### config.mk
export PLATFORM = sky130hd
export DESIGN_NAME = button_event_decoder_flat
export DESIGN_NICKNAME = d
export VERILOG_FILES = /design/src/rtl/button_event_decoder_pkg.sv /design/src/rtl/button_event_decoder_if.sv /design/src/rtl/button_event_decoder.sv /design/src/flat_wrapper.sv
export SDC_FILE = /design/constraint.sdc
export NUM_CORES = 1
export LEC_CHECK = 0
export CAP_MARGIN = 5
export CORE_MARGIN = 5
export CORE_UTILIZATION = 59
export CTS_BUF_LIST = sky130_fd_sc_hd__clkbuf_16
export DETAILED_ROUTE_END_ITERATION = 6
export PLACE_DENSITY_LB_ADDON = 0.1
export SYNTH_ARGS = -nofsm -noshare
export SYNTH_HDL_FRONTEND = slang
export SYNTH_SLANG_ARGS = --single-unit
### constraint.sdc
create_clock -name clk -period 3.1 [get_ports clk]
set_input_delay 0.31 -clock clk [delete_from_list [all_inputs] [get_ports clk]]
set_output_delay 0.31 -clock clk [all_outputs]
set_load 0.01 [all_outputs]
### src/rtl/button_event_decoder_pkg.sv
// Shared types for the button event decoder: FSM state encoding and event codes.
package button_pkg;

    typedef enum logic [2:0] {
        ST_IDLE     = 3'd0,
        ST_PRESS1   = 3'd1,
        ST_WAIT_GAP = 3'd2,
        ST_PRESS2   = 3'd3,
        ST_HELD     = 3'd4
    } state_t;

    typedef logic [1:0] ev_code_t;

    localparam ev_code_t EV_NONE   = 2'b00;
    localparam ev_code_t EV_SHORT  = 2'b01;
    localparam ev_code_t EV_LONG   = 2'b10;
    localparam ev_code_t EV_DOUBLE = 2'b11;

endpackage

### src/rtl/button_event_decoder_if.sv
// Event handshake between the decoder (master) and the mode/menu logic (slave).
//   An event is pending while event_valid=1; event_code is stable until the cycle
//   the consumer raises event_ack, after which event_valid drops on the next edge.
//   event_ack is ignored while event_valid=0. fsm_state is a debug view only.
interface button_event_if;
    import button_pkg::*;

    logic     event_valid;
    ev_code_t event_code;
    logic     overrun;
    logic     event_ack;
    state_t   fsm_state;

    modport master (
        output event_valid,
        output event_code,
        output overrun,
        output fsm_state,
        input  event_ack
    );

    modport slave (
        input  event_valid,
        input  event_code,
        input  overrun,
        input  fsm_state,
        output event_ack
    );

endinterface

### src/rtl/button_event_decoder.sv
// Classifies debounced button gestures into SHORT / LONG / DOUBLE events and
// holds each one in a valid/ack event register with a sticky overrun flag.
module button_event_decoder
    import button_pkg::*;
#(
    parameter int LONG_CYCLES = 100_000_000,
    parameter int GAP_CYCLES  = 30_000_000,
    parameter int CNT_BITS    = 27
) (
    input  logic clk,
    input  logic reset_n,
    input  logic debounced,
    button_event_if.master ev
);

    localparam logic [CNT_BITS-1:0] LONG_LAST = CNT_BITS'(LONG_CYCLES - 1);
    localparam logic [CNT_BITS-1:0] GAP_LAST  = CNT_BITS'(GAP_CYCLES - 1);
    localparam logic [CNT_BITS-1:0] CNT_ONE   = CNT_BITS'(1);

    logic                prev;
    logic                rise;
    logic                fall;
    state_t              state;
    state_t              state_next;
    logic [CNT_BITS-1:0] cnt;
    logic                emit;
    ev_code_t            emit_code;
    logic                event_valid_q;
    ev_code_t            event_code_q;
    logic                overrun_q;

    // prev resets high so a button held through reset must be seen low first.
    always_ff @(posedge clk or negedge reset_n) begin
        if (!reset_n) begin
            prev <= 1'b1;
        end else begin
            prev <= debounced;
        end
    end

    assign rise = debounced & ~prev;
    assign fall = ~debounced & prev;

    always_ff @(posedge clk or negedge reset_n) begin
        if (!reset_n) begin
            state <= ST_IDLE;
        end else begin
            state <= state_next;
        end
    end

    // Fall beats the long threshold in PRESS1; rise beats the gap threshold in WAIT_GAP.
    always_comb begin
        state_next = state;
        case (state)
            ST_IDLE: begin
                if (rise) state_next = ST_PRESS1;
            end
            ST_PRESS1: begin
                if (fall)                   state_next = ST_WAIT_GAP;
                else if (cnt == LONG_LAST)  state_next = ST_HELD;
            end
            ST_WAIT_GAP: begin
                if (rise)                   state_next = ST_PRESS2;
                else if (cnt == GAP_LAST)   state_next = ST_IDLE;
            end
            ST_PRESS2: begin
                if (fall) state_next = ST_IDLE;
            end
            ST_HELD: begin
                if (fall) state_next = ST_IDLE;
            end
            default: state_next = ST_IDLE;
        endcase
    end

    always_comb begin
        emit      = 1'b0;
        emit_code = EV_NONE;
        case (state)
            ST_PRESS1: begin
                if (!fall && cnt == LONG_LAST) begin
                    emit      = 1'b1;
                    emit_code = EV_LONG;
                end
            end
            ST_WAIT_GAP: begin
                if (!rise && cnt == GAP_LAST) begin
                    emit      = 1'b1;
                    emit_code = EV_SHORT;
                end
            end
            ST_PRESS2: begin
                if (fall) begin
                    emit      = 1'b1;
                    emit_code = EV_DOUBLE;
                end
            end
            default: begin
                emit      = 1'b0;
                emit_code = EV_NONE;
            end
        endcase
    end

    // Only the two timed states count; elsewhere cnt sits at zero and cannot wrap.
    always_ff @(posedge clk or negedge reset_n) begin
        if (!reset_n) begin
            cnt <= '0;
        end else if (state_next != state) begin
            cnt <= '0;
        end else if (state == ST_PRESS1 || state == ST_WAIT_GAP) begin
            cnt <= cnt + CNT_ONE;
        end
    end

    always_ff @(posedge clk or negedge reset_n) begin
        if (!reset_n) begin
            event_valid_q <= 1'b0;
            event_code_q  <= EV_NONE;
            overrun_q     <= 1'b0;
        end else if (emit) begin
            if (event_valid_q && !ev.event_ack) begin
                overrun_q <= 1'b1;
            end else begin
                event_valid_q <= 1'b1;
                event_code_q  <= emit_code;
            end
        end else if (event_valid_q && ev.event_ack) begin
            event_valid_q <= 1'b0;
            event_code_q  <= EV_NONE;
        end
    end

    assign ev.event_valid = event_valid_q;
    assign ev.event_code  = event_code_q;
    assign ev.overrun     = overrun_q;
    assign ev.fsm_state   = state;

endmodule
### src/flat_wrapper.sv
// flat-port wrapper written by rule: the top's interface ports become plain ports
module button_event_decoder_flat import button_pkg::*;
#(
    parameter int LONG_CYCLES = 100_000_000,
    parameter int GAP_CYCLES  = 30_000_000,
    parameter int CNT_BITS    = 27
)
  (clk, reset_n, debounced, ev_event_valid, ev_event_code, ev_overrun, ev_fsm_state, ev_event_ack);
  button_event_if ev_i ();
  input  logic clk;
  input  logic reset_n;
  input  logic debounced;
  output wire logic [$bits(ev_i.event_valid)-1:0] ev_event_valid;
  output wire logic [$bits(ev_i.event_code)-1:0] ev_event_code;
  output wire logic [$bits(ev_i.overrun)-1:0] ev_overrun;
  output wire logic [$bits(ev_i.fsm_state)-1:0] ev_fsm_state;
  input wire logic [$bits(ev_i.event_ack)-1:0] ev_event_ack;
  assign ev_event_valid = ev_i.event_valid;
  assign ev_event_code = ev_i.event_code;
  assign ev_overrun = ev_i.overrun;
  assign ev_fsm_state = ev_i.fsm_state;
  assign ev_i.event_ack = ev_event_ack;
  button_event_decoder #(.LONG_CYCLES(LONG_CYCLES), .GAP_CYCLES(GAP_CYCLES), .CNT_BITS(CNT_BITS)) u_core (.clk(clk), .reset_n(reset_n), .debounced(debounced), .ev(ev_i));
endmodule
==> results.toml, run 1 <==
[worst_hold_path]
hp-class = "input pin to async pin"

[timing]
post-route-min-period_ps = 2370
max_freq_mhz = 421
timing.hold.ws_ps = 443
rsz0062_at_grt = "no"
tns_ps = 0
setup_viol = 0
hold_viol_final = 0
worst_pin_slew_ps = 534
finalClockSkew_ps = 2.90
fin_crit_sh_pct = 76.5
max-slew-margin-rel_pct = 64.3
drv_slew = 0

[finish]
drive_gt1_share_pct = 5.94
ff_latch_area_um2 = 877
n_antenna_cell = 0
fin_nets = 223
syn2layout_area_growth_pct = 14.0
finish.instance_area_mm2 = 0.00223
mostFrequentLayoutCells = "nor2_1 (39), dfrtp_1 (34), xnor2_1 (22), nand2_1 (12), nor3_1 (11)"
multi_input_area_mm2 = 0.00103
final_common_cell = "nor2_1"
fin_cells = 265
fillers = 252

[floorplan]
rows = 21
initial_core_util_pct = 59.5
die_w_um = 67.6
die_y_um = 67.6
dieArea_mm2 = 0.00457
ios = 11
core_area_mm2 = 0.00328

[cts]
cts_made_buffers = 5
cts_buffer_depth = 2
clock-root-buffer = "clkbuf_16"
cts_sinks = 35
cts_setup_buffers = 0
worstSkewPairLatency_ps = 270
hold_buffers = 0
htreeDepth = 2
cts_resized = 0
cts.clk_slew.worst_paths_ps = 50
cts_tree = "yes"

[power_and_ir_drop]
power.density_mw_per_mm2 = 567
peakVddDrop_v = 0.000343
p_leak_nw = 0.916
power_mw = 1.26

[placed_design]
gp_congestion = 0.869
placed_cells = 257
placed_area_mm2 = 0.00209
dp_hpwl_um = 2770
io_buffer_count = 10

[logic_synthesis]
ys_warn_count = 0
syn_inst = 204
synth_edf_count = 0
synth.distinct_cells = 42
avgSynthCellArea_um2 = 9.59
synth_fp_nets = 209
synth-async-reset-ratio_pct = 100
seq_area_frac_synth_pct = 44.8
synthTopCellsByArea = "dfrtp_1 (44%), xnor2_1 (9.9%), nor2_1 (7.5%), nand4_1 (2.9%), nor3_1 (2.8%)"
post-synth-top-area-fraction_pct = 43.5
yosys.area.top_type = "dfrtp_1"
synth_flop_cell = "dfrtp_1"
netlist_area_mm2 = 0.00196
synth_seq_cells = 35

[grt]
grt_pass1_vias = 1595
grt_pass1_wl_um = 7100
grt_max_degree = 36
antenna_found_initial = 0
track_usage_pct = 20.9
overflow = 0

[setup_path]
cp-start-kind = "register"
cp.required_ps = 3250
crit_path_end_kind = "register"
criticalPathCategory = "register to register"
worstPathMaxFanout = 27
worstPathArrival_ps = 2520

[routing]
via_count = 1550
drtIter0Drc = 135
routed_wirelength_um = 3910
drtPass1Iterations = 4
via_per_inst = 5.85
ant_nets = 0
post_drt_wl_per_cell_um = 14.8
post-route-drc-count = 0

[run_status]
status = "complete, no violations"

[job]
max-cap-violations = 0
flip-flops by register name, summed over array words and instances, names as in the netlist:
name and cells:
u_core.cnt 27, u_core.ev.event_code 2, u_core.ev.event_valid 1, u_core.ev.fsm_state 3
u_core.ev.overrun 1, u_core.prev 1
worst paths after layout:
check                                         startpoint                            end  slack, ps  cells after the start
setup / recovery              u_core.cnt[10]$_DFFE_PN0P_     u_core.cnt[16]$_DFFE_PN0P_        730                      6
setup reg to reg              u_core.cnt[10]$_DFFE_PN0P_     u_core.cnt[16]$_DFFE_PN0P_        730                      6
min in group clk                               debounced          u_core.prev$_DFF_PN1_        490                      1
max in group asynchronous                        reset_n          u_core.prev$_DFF_PN1_       2310                      2
hold / removal                                   reset_n      u_core.cnt[0]$_DFFE_PN0P_        440                      2
hold reg to reg            u_core.ev.overrun$_DFFE_PN0P_  u_core.ev.overrun$_DFFE_PN0P_        490                      1
through the flow:
stage	setup slack [ps]	utilization (%)
finish	727	67.9
global route	561	67.9
CTS	722	67.9
detailed placement	683	63.7
global placement	773	63.7
floorplan	917	-
synth_stat cells, types with 2 or more instances:
cell	instances
dfrtp_1	34
a211oi_1	2
nand3_1	7
a21oi_1	7
nor2b_1	6
and2_1	2
nand2_1	12
xnor2_1	22
buf_6	2
xor2_1	6
and4_1	3
clkbuf_1	2
nand4_1	9
or4bb_1	2
inv_1	4
mux2i_1	2
nand4b_1	2
and3_1	5
and3b_1	2
nor2_1	39
nor4bb_1	2
a22o_1	2
nor3_1	11
cells by family after synthesis:
family	count (synthesis)	share of synthesized area (%)
flip-flops	35	44.9
multiplexers	2	1.02
AO/OA/AOI/OAI	19	7.23
XOR/XNOR	28	12.5
adder cells (fa/ha/maj)	1	0.640
AND/OR/NAND/NOR	110	31.2
buffers and inverters	9	2.56
worst max-delay path, stage by stage (launching register included):
cell      delay (ps)
dfrtp_1          430
or4b_4           580
nor4_4           500
a211oi_1         150
o31ai_4          190
buf_4            310
nor2_1            90
where the power goes:
part           total (mW)  internal, mW  switching (mW)
Clock               0.459         0.288           0.170
Combinational       0.252         0.124           0.128
Sequential          0.553         0.503          0.0500
cell type report:
cell class,count,area share [%]
Timing Repair Buffer,12,5.16
Inverter,4,0.673
Sequential cell,35,39.3
Tap cell,46,2.58
Clock inverter,3,0.505
Multi-Input combinational cell,160,46.1
Clock buffer,5,5.61
per-layer routing:
layer	part of all wire, %	wire [um]	GRT usage, %
met1	44	1730	25.0
met2	49	1910	33.8
met3	4.4	171	5.49
met4	2.4	94	11.9
met5	0	0	0
Note: power is estimated with default switching activity, not from simulation.
==> inputs of run 2 (changes only) <==
==> constraint.sdc (replaced) <==
create_clock -name clk -period 2.4 [get_ports clk]
set_input_delay 0.24 -clock clk [delete_from_list [all_inputs] [get_ports clk]]
set_output_delay 0.24 -clock clk [all_outputs]
set_load 0.01 [all_outputs]
==> run 2 against run 1 <==
  * Setup slack worse by 400 ps
  * Total power is 32% higher
  * Hold slack worse by 72 ps
  * Sequential share of layout area is 1.1 points lower
  * Combinational power is 46% higher
  * Largest power group unchanged
==> results.toml, run 2 (synthesis results as in run 1) <==
[timing]
hold_viol_final = 0
post-route-min-period_ps = 2070
max-slew-margin-rel_pct = 69.6
worst_pin_slew_ps = 456
setup_viol = 0
drv_slew = 0
finalClockSkew_ps = 5.29
max_freq_mhz = 483
rsz0062_at_grt = "no"
tns_ps = 0
fin_crit_sh_pct = 86.4

[cts]
cts_made_buffers = 5
cts_resized = 0
htreeDepth = 2
cts_sinks = 35
clock-root-buffer = "clkbuf_16"
cts.clk_slew.worst_paths_ps = 50
cts_tree = "yes"
cts_buffer_depth = 2
worstSkewPairLatency_ps = 280
cts_setup_buffers = 0
hold_buffers = 0

[setup_path]
worstPathMaxFanout = 15
crit_path_end_kind = "register"
path_cells = "or4b_4 -> nor4_4 -> a211oi_1 -> o31ai_4 -> buf_4 -> nor2_1"
cp-start-kind = "register"
criticalPathCategory = "register to register"
worstPathArrival_ps = 2230
cp.required_ps = 2560
cpPeakStageDelay_ps = 570
crit_path_top_delay_cell = "or4b_4"

[worst_hold_path]
hp-class = "input pin to async pin"

[grt]
overflow = 0
track_usage_pct = 21.9
grt_pass1_vias = 1672
antenna_found_initial = 0
grt_pass1_wl_um = 7430
grt_max_degree = 36

[placed_design]
placed_area_mm2 = 0.00216
dp_hpwl_um = 3050
io_buffer_count = 10
gp_congestion = 0.884

[floorplan]
initial_core_util_pct = 59.5
rows = 21
ios = 11
core_area_mm2 = 0.00328
die_y_um = 67.6
dieArea_mm2 = 0.00457
die_w_um = 67.6

[power_and_ir_drop]
peakVddDrop_v = 0.000533
power.density_mw_per_mm2 = 728
p_leak_nw = 0.957
power_mw = 1.67

[job]
max-cap-violations = 0

[routing]
post-route-drc-count = 0
ant_nets = 0
post_drt_wl_per_cell_um = 15.5
routed_wirelength_um = 4240
via_count = 1591
via_per_inst = 5.83
drtPass1Iterations = 4
drtIter0Drc = 145

[finish]
largest_reg_flops = 27
drive_gt1_share_pct = 10.1
syn2layout_area_growth_pct = 17.3
n_antenna_cell = 0
fin_nets = 232
mostFrequentLayoutCells = "nor2_1 (39), dfrtp_1 (34), xnor2_1 (22), nand2_1 (12)"
largest_register = "u_core.cnt"
finish.instance_area_mm2 = 0.00229
final_common_cell = "nor2_1"

[run_status]
status = "complete, no violations"
==> run 2: changes by cell type in the layout (fill, tap and decap cells not counted), sizes merged <==
cell	change
buf	+9
inv	-1
==> run 2: metal layers <==
layer | track usage, % | routed length [um]
met2 | 36.9 | 2140
met5 | 0 | 0
met1 | 25.7 | 1850
met3 | 5.32 | 178
met4 | 10.9 | 84
==> run 2: worst paths after layout <==
| kind | startpoint | end | slack, ps | depth (start not counted) |
|---|---|---|---|---|
| worst max register to register | u_core.cnt[10]$_DFFE_PN0P_ | u_core.cnt[10]$_DFFE_PN0P_ | 330 | 6 |
| max in group asynchronous | reset_n | u_core.prev$_DFF_PN1_ | 1670 | 2 |
| worst min register to register | u_core.ev.overrun$_DFFE_PN0P_ | u_core.ev.overrun$_DFFE_PN0P_ | 470 | 1 |
| min in group clk | debounced | u_core.prev$_DFF_PN1_ | 420 | 1 |
| worst min-delay path | reset_n | u_core.cnt[4]$_DFFE_PN0P_ | 370 | 2 |
| worst max-delay path | u_core.cnt[10]$_DFFE_PN0P_ | u_core.cnt[10]$_DFFE_PN0P_ | 330 | 6 |
==> run 2: area by class of cell <==
class	count	area, um^2
multi-input cells	160	1030
fillers	252	990
flip-flops and latches	35	877
repair buffers	21	183
clock buffers	5	125
well taps	46	57.6
inverters	4	15.0
clock inverters	2	8.76
==> run 2: power breakdown <==
group | internal, mW | switching [mW]
Sequential | 0.650 | 0.0607
Combinational | 0.180 | 0.188
Clock | 0.372 | 0.221
==> run 2: critical path, delay by kind of cell, from the launching register on <==
family | cells | cell delay [ps]
AND/OR/NAND/NOR | 3 | 970
flip-flops | 1 | 420
AO/OA/AOI/OAI | 2 | 320
buffers and inverters | 1 | 240
==> run 2: stage by stage <==
step                utilization [%]  std cells  hold slack, ps  worst slack, ps
floorplan                         -        204           -55.6              217
global placement               65.8        266             460              376
detailed placement             65.8        266             470              327
CTS                            69.9        273             393              319
global route                   69.9        273             433              192
finish                         69.9        273             371              328
==> inputs of run 3 (changes only) <==
--- a/config.mk
+++ b/config.mk
@@ -6,6 +6,7 @@
 export NUM_CORES = 1
 export LEC_CHECK = 0
 export CAP_MARGIN = 5
+export CORE_ASPECT_RATIO = 1.25
 export CORE_MARGIN = 5
 export CORE_UTILIZATION = 59
 export CTS_BUF_LIST = sky130_fd_sc_hd__clkbuf_16
==> run 3 against run 2 <==
  * Clock power up 3%
  * Final cell count shrank 4.0%
  * Critical path depth did not move
  * Hold slack gained 5.8 ps
  * Combinational power grew 1%
  * Critical path type unchanged
  * Cell area fell by 0.60%
  * Highest routed layer unchanged
  * Count of clock-buffer cells in the layout is the same
  * Via count shrank 1.8%
  * Total power up 1.1%
  * Utilization rose by 1.5 points
==> results.toml, run 3 (synthesis results as in run 1) <==
[run_status]
status = "complete, no violations"

[floorplan]
ios = 11
die_w_um = 61.5
rows = 23
core_area_mm2 = 0.00319
dieArea_mm2 = 0.00457
die_y_um = 74.4
initial_core_util_pct = 61.2

[setup_path]
crit_path_top_delay_cell = "or4b_4"
ff2ff_path_depth = 6
cp_num_cells = 6
cp.required_ps = 2560
worstPathMaxFanout = 27
cpPeakStageDelay_ps = 560
worstPathArrival_ps = 2200
path_cells = "or4b_4 -> nor4_4 -> a211oi_1 -> o31ai_4 -> buf_12 -> nor2_1"
cp-start-kind = "register"
critPathBufInv = 1
crit_family = "simple AND/OR/NAND/NOR gates"
crit_path_end_kind = "register"
criticalPathCategory = "register to register"

[placed_design]
io_buffer_count = 10
placed_cells = 254
gp_congestion = 0.794
dp_hpwl_um = 2960

[cts]
hold_buffers = 0
cts_resized = 0
cts.clk_slew.worst_paths_ps = 50
htreeDepth = 2
cts_buffer_depth = 2
clock-root-buffer = "clkbuf_16"
worstSkewPairLatency_ps = 270
cts_tree = "yes"
cts_sinks = 35
cts_setup_buffers = 0
cts_made_buffers = 5

[timing]
hold_viol_final = 0
post-route-min-period_ps = 2040
max-slew-margin-rel_pct = 67.0
setup_viol = 0
drv_slew = 0
fin_crit_sh_pct = 84.9
finalClockSkew_ps = 4.12
worst_pin_slew_ps = 494
rsz0062_at_grt = "no"
tns_ps = 0
max_freq_mhz = 491

[finish]
mostFrequentLayoutCells = "nor2_1 (39), dfrtp_1 (34), xnor2_1 (22), nand2_1 (12), nor3_1 (11)"
fillers = 226
fin_nets = 229
n_antenna_cell = 0
final_common_cell = "nor2_1"
fin_cells = 262
syn2layout_area_growth_pct = 16.6
largest_reg_flops = 27
drive_gt1_share_pct = 9.33
largest_register = "u_core.cnt"

[grt]
overflow = 0
antenna_found_initial = 0
grt_max_degree = 36
grt_pass1_vias = 1636
track_usage_pct = 21.2
grt_pass1_wl_um = 7350

[routing]
post_drt_wl_per_cell_um = 15.8
drtPass1Iterations = 4
post-route-drc-count = 0
routed_wirelength_um = 4130
via_count = 1562
drtIter0Drc = 81
ant_nets = 0
via_per_inst = 5.96

[power_and_ir_drop]
p_leak_nw = 0.951
power_mw = 1.69
power.density_mw_per_mm2 = 741
peakVddDrop_v = 0.000638

[job]
max-cap-violations = 0

[worst_hold_path]
hp-class = "input pin to async pin"
-- run 3: metrics by stage --
step | worst slack [ps] | utilization [%] | hold slack, ps | cell area, um^2
6_report | 363 | 71.4 | 377 | 2280
5_1_grt | 168 | 71.4 | 420 | 2280
4_1_cts | 350 | 71.4 | 394 | 2280
3_5_place_dp | 356 | 67.0 | 466 | 2140
3_3_place_gp | 398 | 67.0 | 459 | 2140
2_1_floorplan | 217 | - | -55.6 | 1960
-- run 3: layout make-up --
cell class                      count  area, um^2  area share [%]
Clock inverter                      3        16.3           0.713
Sequential cell                    35         877            38.5
Timing Repair Buffer               18         173            7.57
Clock buffer                        5         125            5.49
Multi-Input combinational cell    160        1030            45.1
Inverter                            4        15.0           0.658
Tap cell                           37        46.3            2.03
-- run 3: layer usage --
layer	share of wire (%)	up-vias	global-route usage, %
li1	-	753	-
met1	40	761	24.3
met2	54	46	38.5
met3	4.9	2	4.34
met4	0.48	0	6.37
met5	0	-	0
-- run 3: worst register-to-register path: stages (launching register included) --
cell,delay (ps)
dfrtp_1,420
or4b_4,560
nor4_4,310
a211oi_1,120
o31ai_4,230
buf_12,200
nor2_1,80
-- run 3: final timing paths --
| path | from | to | slack [ps] |
|---|---|---|---|
| worst min-delay path | reset_n | u_core.cnt[7]$_DFFE_PN0P_ | 380 |
| worst max register to register | u_core.cnt[10]$_DFFE_PN0P_ | u_core.cnt[25]$_DFFE_PN0P_ | 360 |
| min in group clk | debounced | u_core.prev$_DFF_PN1_ | 420 |
| worst min register to register | u_core.ev.overrun$_DFFE_PN0P_ | u_core.ev.overrun$_DFFE_PN0P_ | 480 |
| max in group asynchronous | reset_n | u_core.prev$_DFF_PN1_ | 1680 |
| worst max-delay path | u_core.cnt[10]$_DFFE_PN0P_ | u_core.cnt[25]$_DFFE_PN0P_ | 360 |
-- run 3: power breakdown --
part	internal [mW]	switching (mW)
Clock	0.378	0.232
Combinational	0.183	0.189
Sequential	0.649	0.0579
